--- config.mk ---
export PLATFORM = sky130hd
export DESIGN_NAME = if_id_queue
export DESIGN_NICKNAME = d
export VERILOG_FILES = /design/src/rtl/if_id_queue.sv
export SDC_FILE = /design/constraint.sdc
export NUM_CORES = 1
export LEC_CHECK = 0
export CAP_MARGIN = 25
export CORE_MARGIN = 1.5
export CORE_UTILIZATION = 25
export DETAILED_ROUTE_END_ITERATION = 10
export PLACE_DENSITY = 0.48
export SLEW_MARGIN = 0
export SYNTH_ARGS = -nofsm -noshare
export SYNTH_HDL_FRONTEND = slang
export SYNTH_SLANG_ARGS = --single-unit
--- constraint.sdc ---
create_clock -name clk -period 3.2 [get_ports clk]
set_input_delay 0.8 -clock clk [delete_from_list [all_inputs] [get_ports clk]]
set_output_delay 0.8 -clock clk [all_outputs]
set_load 0.01 [all_outputs]
--- src/rtl/if_id_queue.sv ---
`default_nettype none
// ============================================================================
// Module   : if_id_queue
// Purpose  : IF/ID instruction queue buffering {pc+4, instruction} pairs from
//            fetch and presenting the oldest to decode under valid/ready.
//            Optional macro IFQ_BYPASS_EN adds a same-cycle empty-queue bypass.
// Revision : 1.0  initial release
// ============================================================================
module if_id_queue #(
    parameter int DEPTH  = 4,
    parameter int PTR_W  = 2,
    parameter int DATA_W = 32
) (
    input  logic              clk,
    input  logic              rst,
    input  logic              flush,
    input  logic              hit,
    input  logic [DATA_W-1:0] next_pc,
    input  logic [DATA_W-1:0] instruction,
    output logic              full,
    input  logic              id_ready,
    output logic              id_valid,
    output logic [DATA_W-1:0] id_instruction,
    output logic [DATA_W-1:0] id_next_pc,
    output logic [PTR_W:0]    count
);

    localparam logic [PTR_W:0] CNT_FULL = (PTR_W+1)'(DEPTH);
    localparam logic [PTR_W:0] CNT_LAST = (PTR_W+1)'(DEPTH - 1);
    localparam logic [PTR_W:0] CNT_ONE  = (PTR_W+1)'(1);

    typedef enum logic [1:0] {
        S_EMPTY   = 2'd0,
        S_PARTIAL = 2'd1,
        S_FULL    = 2'd2
    } state_e;

    state_e             state_q, state_d;
    logic [PTR_W:0]     count_q, count_d;
    logic [PTR_W-1:0]   wr_ptr_q, wr_ptr_d;
    logic [PTR_W-1:0]   rd_ptr_q, rd_ptr_d;
    logic [DATA_W-1:0]  instr_mem_q [DEPTH];
    logic [DATA_W-1:0]  pc_mem_q    [DEPTH];

    logic head_valid;
    logic bypass;
    logic push;
    logic pop;

    // Bypass hands the incoming word straight to decode; it is never stored.
`ifdef IFQ_BYPASS_EN
    assign bypass = (state_q == S_EMPTY) & hit & ~flush & id_ready & ~rst;
`else
    assign bypass = 1'b0;
`endif

    assign full       = (count_q == CNT_FULL);
    assign head_valid = (count_q != '0);
    assign push       = hit & ~full & ~flush & ~bypass;
    assign pop        = head_valid & id_ready & ~flush;
    assign count      = count_q;

    always_comb begin
        id_valid       = 1'b0;
        id_instruction = '0;
        id_next_pc     = '0;
        if (bypass) begin
            id_valid       = 1'b1;
            id_instruction = instruction;
            id_next_pc     = next_pc;
        end else if (head_valid) begin
            id_valid       = 1'b1;
            id_instruction = instr_mem_q[rd_ptr_q];
            id_next_pc     = pc_mem_q[rd_ptr_q];
        end
    end

    always_comb begin
        state_d  = state_q;
        count_d  = count_q;
        wr_ptr_d = wr_ptr_q;
        rd_ptr_d = rd_ptr_q;
        if (flush) begin
            state_d  = S_EMPTY;
            count_d  = '0;
            wr_ptr_d = '0;
            rd_ptr_d = '0;
        end else begin
            if (push) wr_ptr_d = wr_ptr_q + 1'b1;
            if (pop)  rd_ptr_d = rd_ptr_q + 1'b1;
            case (state_q)
                S_EMPTY: begin
                    if (push) begin
                        count_d = CNT_ONE;
                        state_d = (CNT_ONE == CNT_FULL) ? S_FULL : S_PARTIAL;
                    end
                end
                S_PARTIAL: begin
                    if (push && !pop) begin
                        count_d = count_q + 1'b1;
                        if (count_q == CNT_LAST) state_d = S_FULL;
                    end else if (pop && !push) begin
                        count_d = count_q - 1'b1;
                        if (count_q == CNT_ONE) state_d = S_EMPTY;
                    end
                end
                S_FULL: begin
                    // A full queue never accepts, even when decode pops this cycle.
                    if (pop) begin
                        count_d = count_q - 1'b1;
                        state_d = S_PARTIAL;
                    end
                end
                default: begin
                    state_d  = S_EMPTY;
                    count_d  = '0;
                    wr_ptr_d = '0;
                    rd_ptr_d = '0;
                end
            endcase
        end
    end

    always_ff @(posedge clk) begin
        if (rst) begin
            state_q  <= S_EMPTY;
            count_q  <= '0;
            wr_ptr_q <= '0;
            rd_ptr_q <= '0;
        end else begin
            state_q  <= state_d;
            count_q  <= count_d;
            wr_ptr_q <= wr_ptr_d;
            rd_ptr_q <= rd_ptr_d;
        end
    end

    always_ff @(posedge clk) begin
        if (push && !rst) begin
            instr_mem_q[wr_ptr_q] <= instruction;
            pc_mem_q[wr_ptr_q]    <= next_pc;
        end
    end

endmodule
`default_nettype wire

Yosys cells after proc, flatten, opt, wreduce, memory -nomap -nowiden
Memories as Yosys holds them, arrays and structs flattened. A register that Yosys moved wholly into a read port is not among the register bits.
Index checks and enable logic that the tools add are counted.
Widths: inputs -> output; s select.
{"block": "totals", "elab_cells": 61, "output_inout_bits": 69, "in_bits": 69, "romBits": 0, "mem_bits_rw": 256, "memories": 2, "regBits": 9, "latchBits": 0}
{"name": "instr_mem_q", "words": 4, "word_bits": 32, "rd": 1, "rd_ports_with_merged_regs": 1, "write_ports": 1, "line_no": "42", "rtl": "logic [DATA_W-1:0] instr_mem_q [DEPTH];"}
{"name": "pc_mem_q", "words": 4, "word_bits": 32, "rd": 1, "rd_ports_with_merged_regs": 1, "write_ports": 1, "line_no": "43", "rtl": "logic [DATA_W-1:0] pc_mem_q [DEPTH];"}
{"block": "classes", "add_sub_neg": 4, "eq_ne": 10, "multipliers": 0, "n_reduce_logical": 13, "mux": 21, "order_cmp": 0, "div": 0, "shift": 0, "bitwise": 7}
{"operator": "$mux 32", "n": 2}
{"operator": "$mux 2", "n": 10}
{"operator": "$mux 3", "n": 4}
{"operator": "$ne 3x3->1 const B", "n": 3}
{"operator": "$pmux 3 s3", "n": 1}
{"operator": "$pmux 2 s3", "n": 1}
{"operator": "$reduce_or 3->1", "n": 2}
{"operator": "$reduce_and 5->1", "n": 1}
{"operator": "$add 2x1->2 const B", "n": 2}
{"operator": "$and 1x1->1", "n": 4}
{"operator": "$ne 2x2->1 const B", "n": 2}
{"operator": "$add 3x1->3 const B", "n": 1}
{"operator": "$eq 3x1->1 const B", "n": 1}
{"operator": "$eq 3x2->1 const B", "n": 1}
{"operator": "$eq 3x3->1 const B", "n": 1}
{"operator": "$logic_and 1x1->1", "n": 3}
{"operator": "$logic_not 1->1", "n": 3}
{"operator": "$mux 1", "n": 3}
{"operator": "$not 1->1", "n": 3}
{"operator": "$reduce_and 3->1", "n": 1}
{"operator": "$reduce_bool 3->1", "n": 1}
{"operator": "$sub 3x1->3 const B", "n": 1}
{"operator": "$eq 2x1->1 const B", "n": 1}
{"operator": "$eq 2x2->1 const B", "n": 1}
{"operator": "2 further kinds", "n": 2}

Logic depth before layout (Yosys ltp)
{"block": "depth", "word_depth": 9, "depth_mapped": 10}

Worst setup path before layout
Ideal clock, no wire load.
{"block": "synth_timing", "path_kind": "in2reg", "startpoint": "input port hit", "endpoint": "memory instr_mem_q[0][0] (enable)", "slack_ps": 16, "setup_ps": 429, "path_buffers": 0, "cell_stages": 4, "arrival_ps": 2755, "cell_sequence": "nor2b_4 nand2_1 nor2_1 and2_1"}
{"block": "synth_between", "elab_chain_len": 5}
{"item": "start: declaration", "line_no": "17", "rtl": "input logic hit,"}
{"item": "$and 1x1->1 (2 in a row)", "line_no": "59", "rtl": "assign push = hit & ~full & ~flush & ~bypass;"}
{"item": "$logic_and 1x1->1", "line_no": "139", "rtl": "if (push && !rst) begin"}
{"item": "$mux 1", "line_no": "139"}
{"item": "$mux 1 (not written as such)", "line_no": "140", "rtl": "instr_mem_q[wr_ptr_q] <= instruction;"}
{"item": "end: declaration", "line_no": "42"}
Every way passes these cells.

==> load_flow_metrics.sql <==
INSERT INTO impl_metrics (metric_group, metric, value, unit) VALUES
('status', 'outcome', 'finished clean', ''),
('worst_setup_path', 'setup.worst_path.end_class', 'output port', ''),
('global_route', 'grt_antenna_before_repair', '4', ''),
('cts', 'clk_transition_reported_paths', '0.06', 'ns'),
('worst_setup_path', 'regToRegEndpoint', 'count[1]$_SDFFE_PP0P_', ''),
('synthesis', 'post_synth_num_cell_types', '35', ''),
('sta', 'max-slew-margin-rel', '74.17', '%'),
('drt', 'detail_route.vias_per_cell', '4.211', ''),
('cts', 'clockBufferDepth', '3', ''),
('die', 'chipHeight', '208.2', 'um'),
('drt', 'wl', '24.44', 'mm'),
('sta', 'grt_setup_unrepaired', 'true', ''),
('place', 'dp.cells', '1173', ''),
('global_route', 'globalRoute.totalOverflow', '0', ''),
('drt', 'dr.first_iter.drc_count', '234', ''),
('final_layout', 'post_route_cells_drive_above_1_share', '23.91', '%'),
('synthesis', 'synth_edf_count', '256', ''),
('sta', 'report.final.slew_viol_count', '0', ''),
('die', 'fp-row-count', '74', ''),
('final_layout', 'multiInputGateArea', '0.002392', 'mm^2'),
('cts', 'htree_levels', '1', ''),
('job', 'maxCapViolCount', '0', ''),
('drt', 'average_routed_wire_per_standard_cell', '19.65', 'um'),
('sta', 'setup_viol', '0', ''),
('place', 'io_buffer_count', '137', ''),
('worst_setup_path', 'crit_type', 'register to output port', ''),
('place', 'place_congestion', '0.7498', ''),
('hold_path', 'timing.hold.worst.start', 'wr_ptr_q[1]$_SDFFE_PP0N_', ''),
('synthesis', 'synth_area', '0.01052', 'mm^2'),
('worst_setup_path', 'worst-path-max-fanout', '11', ''),
('final_layout', 'layout.nets', '772', ''),
('synthesis', 'synth_fp_nets', '581', ''),
('final_layout', 'final_cell_count_no_fill', '1244', ''),
('hold_path', 'worst_hold_path.endpoint', 'wr_ptr_q[1]$_SDFFE_PP0N_', ''),
('pwr', 'irDropWorstVdd', '0.2906', 'mV'),
('drt', 'detail_route.drc_violations', '0', ''),
('sta', 'max_slew.worst_pin.slew', '0.3861', 'ns'),
('sta', 'period_needed', '3.106', 'ns'),
('die', 'core-area', '0.04120', 'mm^2'),
('global_route', 'grt.total_usage', '11.33', '%'),
('synthesis', 'ys_ff_latch', '267', ''),
('worst_setup_path', 'cp_data_required_time', '2.40', 'ns'),
('synthesis', 'post-synth-top-area-cell', 'edfxtp_1', ''),
('sta', 'achievable-frequency', '322.0', 'MHz'),
('pwr', 'power_density', '537.8', 'mW/mm^2'),
('cts', 'cts_made_buffers', '27', ''),
('sta', 'hold_ws', '0.5002', 'ns'),
('final_layout', 'final-seq-area', '0.007920', 'mm^2'),
('pwr', 'static-leakage-power', '4.748', 'nW'),
('cts', 'tritoncts_clock_tree', 'done', ''),
('synthesis', 'synth-async-reset-ratio', '0', '%'),
('cts', 'clock_sink_count', '267', ''),
('place', 'place.detailed.hpwl', '15.70', 'mm'),
('global_route', 'first_global_vias', '5867', ''),
('drt', 'drtAntennaViolNets', '0', ''),
('sta', 'max_clock_skew', '0.01059', 'ns'),
('cts', 'cts_root_buf', 'clkbuf_16', ''),
('worst_setup_path', 'reg2reg_setup_slack', '0.82', 'ns'),
('die', 'io_pins', '138', ''),
('synthesis', 'synth_cells', '501', ''),
('synthesis', 'postSynth.topFlopCell', 'edfxtp_1', ''),
('synthesis', 'sequential_share_of_the_synthesized_area', '75.14', '%'),
('synthesis', 'synth_area_per_cell', '21.01', 'um^2'),
('worst_setup_path', 'cp_data_arrival_time', '2.31', 'ns'),
('final_layout', 'nFillCells', '3894', ''),
('die', 'initial_core_util', '25.54', '%'),
('cts', 'worstSkewPairLatency', '0.54', 'ns'),
('global_route', 'global_route_wire_length_before_repair', '36.82', 'mm'),
('synthesis', 'synth_top_area_cells', 'edfxtp_1 73%, mux4_2 13%, and2_1 4.0%, dfxtp_1 2.1%, ha_1 1.3%', ''),
('sta', 'timing.final.hold_violations', '0', ''),
('worst_setup_path', 'worst-r2r-cell-count', '10', ''),
('die', 'die_area', '0.04333', 'mm^2'),
('drt', 'route.vias.total', '5239', ''),
('synthesis', 'yosys.area.top_type_share', '73.05', '%'),
('hold_path', 'min-delay-path-class', 'register to register', ''),
('hold_path', 'timing.hold.worst_path_depth', '2', ''),
('worst_setup_path', 'reg2reg_from', 'count[0]$_SDFFE_PP0P_', ''),
('final_layout', 'area_growth', '32.41', '%'),
('synthesis', 'ys_warn_count', '0', ''),
('sta', 'min_period_over_period', '97.05', '%'),
('drt', 'drt-pass1-iter-count', '4', ''),
('cts', 'hold_buffers', '0', ''),
('global_route', 'grt_max_degree', '29', ''),
('worst_setup_path', 'start_kind', 'register', ''),
('die', 'dieWidth', '208.2', 'um');
[per-layer routing]
metal / GRT usage (%) / vias up / share of wire, %
li1: - / 2387 / -
met1: 14.60 / 2693 / 44
met2: 19.36 / 127 / 49
met3: 2.430 / 30 / 5.0
met4: 2.920 / 2 / 1.7
met5: 0 / - / 0.033
[repair_timing]
item / CTS / global route
pin swaps: 0 / 0
endpoints found under the setup margin: 65 / 14
buffers inserted: 16 / 0
cloned: 6 / 0
resized for setup: 84 / 5
[worst max-delay path: stages (launching register included)]
cell	delay, ns
dfxtp_4	0.35
buf_4	0.15
buf_12	0.11
buf_16	0.16
mux4_2	0.53
and2_1	0.18
dlygate4sd2_1	0.28
[worst max-delay path by stage]
| stage | from | end | cells past startpoint |
|---|---|---|---|
| after floorplan | hit | instr_mem_q[0][0]$_DFFE_PP_ | 4 |
| after global placement | count[0]$_SDFFE_PP0P_ | id_next_pc[3] | 7 |
| after detailed placement | flush | count[1]$_SDFFE_PP0P_ | 9 |
| after CTS | count[0]$_SDFFE_PP0P_ | id_next_pc[2] | 9 |
| after global routing | register | id_instruction[22] | 6 |
| final | register | id_next_pc[25] | 6 |
[where the power goes]
part | internal [mW] | leakage [nW] | total [mW] | switching [mW]
Combinational | 0.248 | 1.91 | 0.463 | 0.216
Sequential | 3.86 | 2.40 | 3.87 | 0.0109
Clock | 1.87 | 0.434 | 3.16 | 1.29
Total | 5.98 | 4.75 | 7.49 | 1.52
[cell families (layout without fill, tap and decap cells)]
| kind of cell | Yosys count | count (layout) | synth area share, % |
|---|---|---|---|
| simple gates | 101 | 101 | 5.683 |
| mux | 64 | 64 | 13.84 |
| other cells | 0 | 1 | 0 |
| xor+xnor | 5 | 5 | 0.4162 |
| fa+ha+maj | 11 | 11 | 1.308 |
| compound gates | 19 | 19 | 1.284 |
| buf+inv | 34 | 244 | 2.330 |
| flops | 267 | 267 | 75.14 |
[synthesized netlist by cell type (2+ instances only)]
library cell / instances
nor2b_1: 4
a21oi_1: 5
a311o_1: 2
nand2b_1: 4
buf_2: 8
and2_1: 68
ha_1: 11
nor2_1: 9
clkbuf_2: 2
edfxtp_1: 256
o22ai_1: 2
mux4_1: 4
clkbuf_1: 6
o21ai_0: 3
a211oi_1: 3
mux4_2: 60
inv_1: 11
xor2_1: 3
xnor2_1: 2
nand3_1: 2
buf_12: 6
dfxtp_1: 11
nand2_1: 7
[sequential cells by signal, summed over array words and instances, names as in the netlist, named ones only]
name / flops
instr_mem_q: 128
count: 3
state_q: 2
wr_ptr_q: 2
rd_ptr_q: 2
pc_mem_q: 128
[placed cells by master (no fill, tap or decap), drive strengths merged, types with 4 or more instances in the layout]
cell type / synthesis / final
a21oi: 5 / 5
and2: 68 / 68
buf: 15 / 45
bufinv: 0 / 4
clkbuf: 8 / 29
clkdlybuf4s50: 0 / 73
clkinv: 0 / 10
dfxtp: 11 / 11
dlygate4sd2: 0 / 63
edfxtp: 256 / 256
ha: 11 / 11
inv: 11 / 14
mux4: 64 / 64
nand2: 8 / 8
nand2b: 4 / 4
nor2: 9 / 9
nor2b: 5 / 5
[layout make-up]
class	instances	share of cell area [%]
inverter	11	0.3502
clock buffer	29	4.903
multi-input combinational	200	17.17
tap	532	4.777
clock inverter	19	1.491
sequential	267	56.84
timing repair buffer	185	14.46
antenna	1	0.01796
[per-stage QoR]
stage            TNS, ns  worst slack (ns)  instance area, um^2  power [mW]  utilization [%]
2_1_floorplan          0           0.01574                10520       4.117                -
3_3_place_gp           0            0.3260                12740       4.393            30.93
3_5_place_dp           0            0.2657                12740       4.404            30.93
4_1_cts                0           0.01492                13930       7.604            33.80
5_1_grt        -0.006893         -0.004662                13930       7.770            33.81
6_report               0           0.09428                13930       7.493            33.82
No activity file was read; power rests on OpenSTA's default activity.
